File: src/rtl/mod12_pkg.sv
// Shared constants and BCD legality helper for the mod-12 timer stages.
package mod12_pkg;

    localparam logic [4:0] MOD12_MAXV    = 5'h11;
    localparam logic [3:0] BCD_UNITS_MAX = 4'd9;

    function automatic logic bcd12_legal(input logic [4:0] v);
        if (v[4]) begin
            return v[3:0] <= 4'd1;
        end
        return v[3:0] <= BCD_UNITS_MAX;
    endfunction

endpackage

File: src/rtl/mod12_down_if.sv
// Control/status bundle between a timer controller and a mod-12 down stage.
interface mod12_down_if;

    logic       en;
    logic       load;
    logic [4:0] load_val;
    logic       tc;
    logic       zero;
    logic       load_err;
    logic [4:0] cnt_num;

    modport master (
        output en, load, load_val,
        input  tc, zero, load_err, cnt_num
    );

    modport slave (
        input  en, load, load_val,
        output tc, zero, load_err, cnt_num
    );

endinterface

File: src/rtl/bcd_down_digit.sv
// Single modulo-M down-counting digit; borrow-out when enabled at zero.
module bcd_down_digit #(
    parameter int unsigned N   = 4,
    parameter int unsigned M   = 10,
    parameter logic [N-1:0] RST = '0
) (
    input  logic         clk,
    input  logic         rst_n,
    input  logic         en,
    input  logic         load,
    input  logic [N-1:0] ld_val,
    output logic         bw,
    output logic [N-1:0] cnt
);

    logic [N-1:0] cnt_q;

    always_ff @(posedge clk or negedge rst_n) begin
        if (!rst_n) begin
            cnt_q <= RST;
        end else if (load) begin
            cnt_q <= ld_val;
        end else if (en) begin
            if (cnt_q == '0) begin
                cnt_q <= N'(M - 1);
            end else begin
                cnt_q <= cnt_q - N'(1);
            end
        end
    end

    assign bw  = en & (cnt_q == '0);
    assign cnt = cnt_q;

endmodule

File: src/rtl/mod12_down.sv
// BCD modulo-12 down-counter stage (11..00).
// Define MOD12_DOWN_SAT_EN to saturate at 00 instead of wrapping.
module mod12_down
    import mod12_pkg::*;
#(
    parameter logic [4:0] MAXV = MOD12_MAXV,
    parameter logic [4:0] RSTV = MOD12_MAXV
) (
    input  logic clk,
    input  logic rst_n,
    mod12_down_if.slave bus
);

`ifdef MOD12_DOWN_SAT_EN
    localparam logic [4:0] WRAPV = 5'h00;
`else
    localparam logic [4:0] WRAPV = MAXV;
`endif

    logic [3:0] units;
    logic       tens;
    logic [4:0] cnt;
    logic       u_bw;
    logic       t_bw;
    logic       legal;
    logic       wrap;
    logic       dig_ld;
    logic [4:0] ld_val;
    logic [4:0] cnt_d;
    logic       zero_q;
    logic       err_q;

    assign cnt   = {tens, units};
    assign legal = bcd12_legal(bus.load_val);
    assign wrap  = bus.en & ~bus.load & (cnt == 5'h00);

    // Both digits are force-loaded on wrap so 00 never decays to 19.
    assign dig_ld = bus.load | wrap;

    always_comb begin
        ld_val = WRAPV;
        if (bus.load) begin
            ld_val = legal ? bus.load_val : MAXV;
        end
    end

    bcd_down_digit #(
        .N   (4),
        .M   (10),
        .RST (RSTV[3:0])
    ) u_units (
        .clk    (clk),
        .rst_n  (rst_n),
        .en     (bus.en),
        .load   (dig_ld),
        .ld_val (ld_val[3:0]),
        .bw     (u_bw),
        .cnt    (units)
    );

    bcd_down_digit #(
        .N   (1),
        .M   (2),
        .RST (RSTV[4])
    ) u_tens (
        .clk    (clk),
        .rst_n  (rst_n),
        .en     (u_bw),
        .load   (dig_ld),
        .ld_val (ld_val[4]),
        .bw     (t_bw),
        .cnt    (tens)
    );

    always_comb begin
        cnt_d = cnt;
        if (dig_ld) begin
            cnt_d = ld_val;
        end else if (bus.en) begin
            if (units == 4'd0) begin
                cnt_d = {1'b0, BCD_UNITS_MAX};
            end else begin
                cnt_d = {tens, units - 4'd1};
            end
        end
    end

    always_ff @(posedge clk or negedge rst_n) begin
        if (!rst_n) begin
            zero_q <= 1'b0;
            err_q  <= 1'b0;
        end else begin
            zero_q <= (cnt_d == 5'h00);
            err_q  <= bus.load & ~legal;
        end
    end

    // Chained borrow equals en & (count == 00).
    assign bus.tc       = t_bw;
    assign bus.zero     = zero_q;
    assign bus.load_err = err_q;
    assign bus.cnt_num  = cnt;

endmodule

File: src/flat_wrapper.sv
// flat-port wrapper written by rule: the top's interface ports become plain ports
module mod12_down_flat import mod12_pkg::*;
#(
    parameter logic [4:0] MAXV = MOD12_MAXV,
    parameter logic [4:0] RSTV = MOD12_MAXV
)
  (clk, rst_n, bus_en, bus_load, bus_load_val, bus_tc, bus_zero, bus_load_err, bus_cnt_num);
  mod12_down_if bus_i ();
  input  logic clk;
  input  logic rst_n;
  input wire logic [$bits(bus_i.en)-1:0] bus_en;
  input wire logic [$bits(bus_i.load)-1:0] bus_load;
  input wire logic [$bits(bus_i.load_val)-1:0] bus_load_val;
  output wire logic [$bits(bus_i.tc)-1:0] bus_tc;
  output wire logic [$bits(bus_i.zero)-1:0] bus_zero;
  output wire logic [$bits(bus_i.load_err)-1:0] bus_load_err;
  output wire logic [$bits(bus_i.cnt_num)-1:0] bus_cnt_num;
  assign bus_i.en = bus_en;
  assign bus_i.load = bus_load;
  assign bus_i.load_val = bus_load_val;
  assign bus_tc = bus_i.tc;
  assign bus_zero = bus_i.zero;
  assign bus_load_err = bus_i.load_err;
  assign bus_cnt_num = bus_i.cnt_num;
  mod12_down #(.MAXV(MAXV), .RSTV(RSTV)) u_core (.clk(clk), .rst_n(rst_n), .bus(bus_i));
endmodule
File: config.mk
export PLATFORM = sky130hd
export DESIGN_NAME = mod12_down_flat
export DESIGN_NICKNAME = d
export VERILOG_FILES = /design/src/rtl/mod12_pkg.sv /design/src/rtl/mod12_down_if.sv /design/src/rtl/bcd_down_digit.sv /design/src/rtl/mod12_down.sv /design/src/flat_wrapper.sv
export SDC_FILE = /design/constraint.sdc
export NUM_CORES = 1
export LEC_CHECK = 0
export ABC_AREA = 1
export BUFFER_PORTS_ARGS = -buffer_cell sky130_fd_sc_hd__buf_2
export CORE_AREA = 5 5 42 44
export CTS_BUF_LIST = sky130_fd_sc_hd__clkbuf_4 sky130_fd_sc_hd__clkbuf_8
export CTS_CLUSTER_SIZE = 8
export DETAILED_ROUTE_END_ITERATION = 16
export DIE_AREA = 0 0 47 49
export GPL_TIMING_DRIVEN = 0
export PLACE_DENSITY = 0.71
export SYNTH_ARGS = -nofsm -noshare
export SYNTH_HDL_FRONTEND = slang
export SYNTH_SLANG_ARGS = --single-unit
File: constraint.sdc
create_clock -name clk -period 1.42 [get_ports clk]
set_clock_uncertainty 0.1 [all_clocks]
set_input_delay 0.213 -clock clk [delete_from_list [all_inputs] [get_ports clk]]
set_output_delay 0.213 -clock clk [all_outputs]
set_load 0.01 [all_outputs]
==> metrics.yaml <==
outcome: "completed"
portBuffers: 15
postSynthCellCount: 75
yosysTopAreaCellShare_pct: 24.8
clk_transition_reported_paths_ns: 0.05
synthesis.area_um2: 505
synth_top_cell_by_area: "dfrtp_1"
min_period_over_period_pct: 99.7
rsz0062_at_grt: "true"
avgViaCountPerCell: 4.83
wirelength_um: 1280
hold_depth: 3
synth_area_per_cell_um2: 6.74
maxSlewHeadroom_pct: 88.4
cts_tree: "yes"
yosysUniqueCellTypes: 18
hold_start: "bus_load_val[2]"
worstHoldEndpoint: "u_core.u_units.cnt[2]"
fin_crit_ns: 1.42
grt_overflow: 0
drive_gt1_share_pct: 41.7
max_freq_mhz: 706
worst_pin_slew_ns: 0.173
syn_nets: 84
grt_pass1_wl_um: 2020
route.detailed.drc: 0
dr.first_iter.drc_count: 12
rrSetupSlack_ns: 0.08
dp_hpwl_um: 892
synth_xor_area_share_pct: 3.47
final_cells: 119
first_pass_iters: 4
hp-class: "in2reg"
irDropWorstVdd_mv: 0.470
ys_warn_count: 0
synth-adder-area-share_pct: 0
core.rowCount: 14
synth_simple_gate_area_share_pct: 45.5
fillCellCount: 151
grt_max_degree: 9
met3_usage_pct: 1.11
critPathKind: "reg2out"
met2_usage_pct: 19.5
insertion_delay_ns: 0.24
setup_viol: 0
rr_worst_depth: 6
r2r_end: "u_core.bus.zero"
area_growth_pct: 43.8
p_per_area_nw_per_um2: 1040
ys_ff_latch: 7
h-tree-depth: 1
dpl-instance-area_um2: 601
top_usage_layer: "met2"
final_area_um2: 727
final_common_cell: "nand2_1"
synth_top_family_by_area: "simple AND/OR/NAND/NOR gates"
first_global_vias: 523
dp.cells: 106
cp_max_fo: 3
grtUsageMet1_pct: 13.9
antenna_left: 0
grt.total_usage_pct: 11.8
cap_violations: 0
synth_compound_area_share_pct: 3.96
num_antenna_cells: 0
cts_inserted_buffers: 3
final_hold_viol_count: 0
leakage_nw: 0.420
drv_slew: 0
ios: 17
clock-sinks: 7
nNetsFinal: 113
multiInputGateArea_um2: 277
cp-start-kind: "flip-flop"
die_area_um2: 2300
critPathRequiredTime_ns: 1.11
num_vias: 575
gp_congestion: 0.760
core_um2: 1400
antenna_found_initial: 0
die_w_um: 47
clockBufferDepth: 2
initial_core_util_pct: 36.1
crit_path_end_kind: "output pin"
r2r_start: "u_core.u_units.cnt[0]"
synth_mux_area_share_pct: 0
ff_latch_area_um2: 179
yosys-top-cells-area: "dfrtp_1 25%, nand2_1 19%, dfstp_2 10%"
fp.dieH_um: 49
final_cell_mix: "26 x nand2_1, 13 x buf_2, 9 x buf_4, 9 x nand3_1, 6 x inv_1"
clock-root-buffer: "clkbuf_4"
wl_per_cell_um: 10.7
worstPathArrival_ns: 1.10
power_uw: 753
yosysSeqAreaShare_pct: 35.1
==> critical path, cell delays in order (launching register included) <==
cell	delay, ns
dfstp_2	0.55
nor2_4	0.05
nand4_4	0.09
inv_2	0.04
buf_6	0.11
==> final cells by class <==
cell class | count | share of cell area, %
multi-input cells | 54 | 38.0
inverters | 12 | 6.20
flip-flops and latches | 7 | 24.6
repair buffers | 24 | 22.2
clock buffers | 4 | 4.13
well taps | 16 | 2.75
plain buffers | 2 | 2.07
==> kinds of logic (layout without fill, tap and decap cells) <==
family / after synthesis / count (layout)
XOR/XNOR: 2 / 2
flip-flops: 7 / 7
AND/OR/NAND/NOR: 48 / 48
buffers and inverters: 14 / 42
AO/OA/AOI/OAI: 4 / 4
==> repair_timing <==
item	in CTS	in global routing
resized for setup	3	4
pin swaps	3	3
endpoints found under the hold margin	7	0
endpoints found under the setup margin	1	2
setup buffers	7	1
hold buffers	1	0
==> where the power goes <==
| part | switching, mW | internal [mW] |
|---|---|---|
| Sequential | 0.0201 | 0.231 |
| Clock | 0.0716 | 0.126 |
| Combinational | 0.162 | 0.142 |
==> cells in the mapped netlist <==
library cell  instances
xnor2_1               1
nand4_1               3
o21ai_0               2
inv_1                 8
nand2_2               3
dfstp_2               2
nor2_4                2
nand4_2               1
nor2_1                4
buf_4                 2
nand3_1               9
o21ai_1               1
clkinv_1              1
xor2_1                1
nand2_1              26
dfrtp_1               5
a21oi_1               1
inv_2                 3
==> sequential cells by signal, summed over array words and instances (netlist names) <==
signal	flops
u_core.u_units.cnt	4
u_core.bus.load_err	1
u_core.bus.zero	1
u_core.u_tens.cnt	1
==> stage by stage <==
step / setup slack (ns) / setup TNS (ns) / utilization (%) / hold WS (ns)
final: 0.00452 / 0 / 51.9 / 0.0770
after CTS: 0.00568 / 0 / 50.2 / 0.0753
after global placement: 0.165 / 0 / 42.9 / -0.0459
after global routing: -0.0346 / -0.0564 / 51.9 / 0.0870
after floorplan: 0.218 / 0 / - / -0.183
after detailed placement: 0.147 / 0 / 42.9 / -0.0414
==> how the worst max path moves through the flow <==
stage | end | cells past startpoint | slack [ns] | start
after CTS | bus_tc | 4 | 0.006 | u_core.u_units.cnt[0]
after global placement | bus_tc | 4 | 0.17 | u_core.u_units.cnt[2]
after global routing | bus_tc | 4 | -0.03 | u_core.u_units.cnt[0]
after floorplan | u_core.u_units.cnt[2] | 6 | 0.22 | u_core.u_units.cnt[0]
after detailed placement | bus_tc | 4 | 0.15 | u_core.u_units.cnt[2]
final | bus_tc | 4 | 0.005 | u_core.u_units.cnt[0]
==> metal layers <==
metal,vias up,wire [µm]
met3,2,62
met4,0,21
met1,265,507
li1,291,-
met5,-,0
met2,17,683
Note: power is estimated with default switching activity, not from simulation.
